<file path="config.mk">
export PLATFORM = sky130hd
export DESIGN_NAME = lsu_mem_master
export DESIGN_NICKNAME = d
export VERILOG_FILES = /design/src/rtl/lsu_pkg.sv /design/src/rtl/lsu_lat_counter.sv /design/src/rtl/lsu_mem_master.sv
export SDC_FILE = /design/constraint.sdc
export NUM_CORES = 1
export LEC_CHECK = 0
export CORE_MARGIN = 4
export CORE_UTILIZATION = 45
export CTS_CLUSTER_SIZE = 10
export DETAILED_ROUTE_END_ITERATION = 8
export GPL_TIMING_DRIVEN = 1
export PLACE_DENSITY = 0.85
export SLEW_MARGIN = 40
export SYNTH_ARGS = -nofsm -noshare
export SYNTH_HDL_FRONTEND = slang
export SYNTH_SLANG_ARGS = --single-unit
export TNS_END_PERCENT = 20
</file>
<file path="constraint.sdc">
create_clock -name clk -period 3.1 [get_ports clk]
set_clock_uncertainty 0.2 [all_clocks]
set_input_delay 0.62 -clock clk [delete_from_list [all_inputs] [get_ports clk]]
set_output_delay 0.62 -clock clk [all_outputs]
set_load 0.05 [all_outputs]
</file>
<file path="src/rtl/lsu_pkg.sv">
// Shared types and constants for the MEM-stage load/store initiator.
// Imported by lsu_lat_counter and lsu_mem_master.
package lsu_pkg;

    typedef enum logic [1:0] {
        IDLE   = 2'd0,
        ACCESS = 2'd1,
        RESP   = 2'd2
    } lsu_state_e;

    localparam int         WORD_SHIFT = 2;
    localparam logic [1:0] ALIGN_MASK = 2'b11;

    // Kind of response the latched request will produce
    typedef enum logic [1:0] {
        RSP_NONE  = 2'd0,
        RSP_LOAD  = 2'd1,
        RSP_STORE = 2'd2,
        RSP_ERR   = 2'd3
    } rsp_type_e;

    function automatic logic is_misaligned(input logic [1:0] byte_off);
        return (byte_off & ALIGN_MASK) != 2'b00;
    endfunction

endpackage

</file>
<file path="src/rtl/lsu_lat_counter.sv">
// Loadable down-counter timing the memory access window; zero_o marks the
// last access cycle. Saturates at zero.
module lsu_lat_counter
    import lsu_pkg::*;
#(
    parameter int MEM_LAT = 1
) (
    input  logic clk,
    input  logic rst_n,
    input  logic load_i,
    input  logic dec_i,
    output logic zero_o
);

    localparam int                CNT_W    = $clog2(MEM_LAT + 1);
    localparam logic [CNT_W-1:0]  LOAD_VAL = CNT_W'(MEM_LAT - 1);

    logic [CNT_W-1:0] cnt_q, cnt_d;

    always_comb begin
        cnt_d = cnt_q;
        if (load_i) begin
            cnt_d = LOAD_VAL;
        end else if (dec_i && (cnt_q != '0)) begin
            cnt_d = cnt_q - CNT_W'(1);
        end
    end

    always_ff @(posedge clk or negedge rst_n) begin
        if (!rst_n) begin
            cnt_q <= '0;
        end else begin
            cnt_q <= cnt_d;
        end
    end

    assign zero_o = (cnt_q == '0);

endmodule

</file>
<file path="src/rtl/lsu_mem_master.sv">
// MEM-stage load/store initiator driving a word-indexed data memory.
// Define LSU_POST_WRITE_EN to ack stores in their first access cycle.
module lsu_mem_master
    import lsu_pkg::*;
#(
    parameter int MEM_LAT = 1,
    parameter int ADDR_W  = 32,
    parameter int DATA_W  = 32
) (
    input  logic              clk,
    input  logic              rst_n,
    input  logic              req_valid,
    output logic              req_ready,
    input  logic              req_we,
    input  logic [ADDR_W-1:0] req_addr,
    input  logic [DATA_W-1:0] req_wdata,
    output logic              rsp_valid,
    output logic [DATA_W-1:0] rsp_rdata,
    output logic              rsp_err,
    output logic [ADDR_W-1:0] mem_addr,
    output logic [DATA_W-1:0] mem_write_data,
    output logic              mem_memread,
    output logic              mem_memwrite,
    input  logic [DATA_W-1:0] mem_read_data,
    output logic              busy
);

    lsu_state_e        state_q, state_d;
    rsp_type_e         kind_q, kind_d;
    logic              we_q, we_d;
    logic [ADDR_W-1:0] addr_q, addr_d;
    logic [DATA_W-1:0] wdata_q, wdata_d;
    logic [DATA_W-1:0] rdata_q, rdata_d;
    logic              armed_q;
    logic              accept;
    logic              misaligned;
    logic              in_access;
    logic              cnt_zero;

    assign misaligned = is_misaligned(req_addr[1:0]);
    assign in_access  = (state_q == ACCESS);
    // armed_q keeps ready low until the first edge after reset release
    assign req_ready  = armed_q && (state_q != ACCESS);
    assign accept     = req_valid && req_ready;
    assign busy       = (state_q != IDLE);

    lsu_lat_counter #(
        .MEM_LAT (MEM_LAT)
    ) u_lat_cnt (
        .clk    (clk),
        .rst_n  (rst_n),
        .load_i (accept && !misaligned),
        .dec_i  (in_access),
        .zero_o (cnt_zero)
    );

    always_comb begin
        state_d = state_q;
        kind_d  = kind_q;
        we_d    = we_q;
        addr_d  = addr_q;
        wdata_d = wdata_q;
        rdata_d = rdata_q;
        case (state_q)
            ACCESS: begin
                if (cnt_zero) begin
                    if (!we_q) begin
                        rdata_d = mem_read_data;
                    end
`ifdef LSU_POST_WRITE_EN
                    state_d = we_q ? IDLE : RESP;
`else
                    state_d = RESP;
`endif
                end
            end
            default: begin
                // IDLE and RESP share the same accept rules
                state_d = IDLE;
                if (accept) begin
                    rdata_d = '0;
                    if (misaligned) begin
                        state_d = RESP;
                        kind_d  = RSP_ERR;
                        we_d    = 1'b0;
                        wdata_d = '0;
                    end else begin
                        state_d = ACCESS;
                        kind_d  = req_we ? RSP_STORE : RSP_LOAD;
                        we_d    = req_we;
                        addr_d  = req_addr >> WORD_SHIFT;
                        wdata_d = req_we ? req_wdata : '0;
                    end
                end
            end
        endcase
    end

    always_ff @(posedge clk or negedge rst_n) begin
        if (!rst_n) begin
            state_q <= IDLE;
            kind_q  <= RSP_NONE;
            we_q    <= 1'b0;
            addr_q  <= '0;
            wdata_q <= '0;
            rdata_q <= '0;
            armed_q <= 1'b0;
        end else begin
            state_q <= state_d;
            kind_q  <= kind_d;
            we_q    <= we_d;
            addr_q  <= addr_d;
            wdata_q <= wdata_d;
            rdata_q <= rdata_d;
            armed_q <= 1'b1;
        end
    end

    // Memory side is decoded from state so an async reset drops it at once
    assign mem_memread    = in_access && !we_q;
    assign mem_memwrite   = in_access && we_q;
    assign mem_addr       = in_access ? addr_q : '0;
    assign mem_write_data = in_access ? wdata_q : '0;

    assign rsp_err   = (state_q == RESP) && (kind_q == RSP_ERR);
    assign rsp_rdata = ((state_q == RESP) && (kind_q == RSP_LOAD)) ? rdata_q : '0;

`ifdef LSU_POST_WRITE_EN
    logic first_q;

    always_ff @(posedge clk or negedge rst_n) begin
        if (!rst_n) begin
            first_q <= 1'b0;
        end else begin
            first_q <= accept && !misaligned;
        end
    end

    assign rsp_valid = (state_q == RESP) || (in_access && we_q && first_q);
`else
    assign rsp_valid = (state_q == RESP);
`endif

endmodule

</file>
==> out/metrics.cfg <==
[timing]
finalSetupViolCount = 0
final.period_utilization_pct = 92.3
period_needed_ns = 2.86
grt_setup_unrepaired = no
max_slew_margin_pct = 59.3
transition_time_of_the_tightest_slew_check_pin_ns = 0.611
fmax_mhz = 349
timing.setup.tns_ns = 0
slew_violations = 0
final_hold_viol_count = 0

[logic_synthesis]
synth_warnings = 0
synth_top_family_by_area = simple AND/OR/NAND/NOR gates
synthSimpleGateAreaFrac_pct = 19.7
synth_seq_cells = 101
post_synth_fa_ha_maj_area_fraction_pct = 0
synth_xor_area_share_pct = 0
synth_seq_area_share_pct = 55.5
synth_mux_area_share_pct = 7.42
yosys.cell_types.count = 28
avgSynthCellArea_sq_um = 11.0
synth_cells = 414
synth_compound_area_share_pct = 10.5
syn-cell-area_sq_um = 4550

[finish]
fillers = 655
number_of_antenna_repair_diodes = 0
area_delta_synth_final_pct = 62.5
post-route-util_pct = 75.3
instances_no_fill = 743
final_net_count = 705
final_layout_size_suffix_gt1_share_pct = 25.9

[critical_path]
arrival_ns = 2.04
critical_path_required_ns = 2.28
cp-end-kind = output pin
r2r_setup_slack_ns = 0.98
cp-start-kind = flop
peak_fanout_along_the_critical_path = 5
worst-setup-path-type = reg2out

[die]
start_util_pct = 46.3
rows = 36
die_y_um = 109
floorplan.die_area_sq_um = 11800
core_region_area_sq_um = 9820
num_io_pins = 202
die_width_um = 109

[place]
finalWeightedCongestion = 0.800
portBuffers = 199
placed_cells = 727
dpl.hpwl_mm = 9.77

[detailed_routing]
detail_route.wirelength_mm = 12.8
wire_per_inst_um = 17.2
dr_vias = 3714
ant_nets = 0
route.detailed.drc = 0
vias_per_cell = 5.00
drtIter0Drc = 198
drt_pre_antenna_iters = 4

[global_routing]
globalRouteOverflowTotal = 0
largest_net_degree_at_the_start_of_global_routing = 56
grt_antenna_before_repair = 0
grt_usage_pct = 21.4
grt_pass1_wl_mm = 19.6
first_global_vias = 3878

[power_and_ir_drop]
vdd.ir_drop.worst_uv = 289
total_power_mw = 2.86
power.density_cell_area_nw_per_um2 = 387
static-leakage-power_nw = 3.29

[clocking]
clock_path_buffers = 2
worstSkewPairLatency_ns = 0.35
post_cts_resize_count = 0
ctsRootBufferMaster = clkbuf_8
cts_max_level = 3
postCtsSetupRepairBufs = 0
clk_pin_slew_ns = 0.10
cts.sink_count = 101
postCtsHoldBufs = 0
cts_made_buffers = 9
clock_tree_from_tritoncts = done

[run]
max-cap-violations = 0

[min_path]
hp-class = in2async

[outcome]
result_of_the_run = complete, no violations

state kept, by name, indices dropped and copies added (netlist names):
register / count
addr_q: 30
kind_q: 2
we_q: 1
u_lat_cnt.cnt_q: 1
state_q: 2
armed_q: 1
rdata_q: 32
wdata_q: 32
routing by layer:
layer  track usage (%)  part of all wire [%]
met1              26.2                    39
met5                 0                     0
met3              7.40                   9.8
met2              36.6                    50
met4              4.69                  0.98
synthesized netlist by cell type, drive strengths merged:
master  number  share of area, %
nor2b        2              0.44
clkbuf      12              0.99
nor4         1              0.14
and2        96                13
o21ai       33               3.6
and3         2              0.27
dfrtp      101                56
nor4b        1              0.52
nand2b       1              0.14
or2          2              0.27
nand3       33               3.6
conb         2              0.17
nor2         4              0.33
o22ai        1              0.14
a22o        32               6.2
inv         34               2.8
buf         19               2.9
nor3         1              0.36
mux2        30               7.4
a21o         2              0.33
nand2        2              0.17
or4b         1              0.22
a21oi        2              0.22
logic make-up (layout without fill, tap and decap cells):
kind of cell | after synthesis | count (layout)
AOI/OAI and AO/OA | 70 | 70
buffers and inverters | 65 | 260
DFF | 101 | 101
muxes | 30 | 30
other | 2 | 3
and+or+nand+nor | 146 | 146
stage by stage:
stage / worst slack, ns / hold WS, ns / cell area (sq um)
after floorplan: 0.127 / 0.124 / 4550
after global placement: 0.557 / 0.261 / 7220
after detailed placement: 0.509 / 0.285 / 7220
after CTS: 0.242 / 0.0711 / 7400
after global routing: 0.131 / 0.0885 / 7400
final: 0.238 / 0.0614 / 7400
worst paths after layout:
kind / from / endpoint / cells after the start
setup / recovery: state_q[1]$_DFFE_PN0P_ / rsp_err / 3
hold / removal: rst_n / rdata_q[7]$_DFFE_PN0P_ / 1
setup reg to reg: state_q[0]$_DFFE_PN0P_ / addr_q[29]$_DFFE_PN0P_ / 5
hold reg to reg: addr_q[7]$_DFFE_PN0P_ / addr_q[7]$_DFFE_PN0P_ / 1
max in group asynchronous: rst_n / wdata_q[25]$_DFFE_PN0P_ / 2
min in group clk: addr_q[7]$_DFFE_PN0P_ / addr_q[7]$_DFFE_PN0P_ / 1
layout by cell type, fill, tap and decap left out, drive strengths merged, types with 2 or more instances in the layout:
cell / instances
nor2: 4
dfrtp: 101
nor2b: 2
clkinvlp: 2
a22o: 32
nand2: 2
inv: 36
a21oi: 2
a21o: 2
conb: 3
clkinv: 2
clkdlybuf4s50: 103
or2: 2
mux2: 30
clkbuf: 10
nand3: 33
buf: 107
and2: 96
o21ai: 33
and3: 2
report_power, final:
part | internal, mW | switching, mW | leakage, nW | total, mW
sequential | 1.49 | 0.0855 | 1.32 | 1.57
clock | 0.299 | 0.460 | 0.0833 | 0.759
combinational | 0.282 | 0.248 | 1.88 | 0.529
total | 2.07 | 0.793 | 3.29 | 2.86
layout make-up:
class,instances,area [sq um],area share [%]
Clock buffer,10,128,1.73
Clock inverter,6,46.3,0.626
Inverter,34,128,1.73
Multi-Input combinational cell,249,1730,23.4
Sequential cell,101,2530,34.2
Tap cell,133,166,2.25
Timing Repair Buffer,210,2670,36.1
critical path, stage by stage (launching register included):
cell and delay, ns:
dfrtp_1 0.44, nor2b_1 0.23, and3_1 0.19, clkdlybuf4s50_1 0.84
Power figures use the tool's default switching activity.
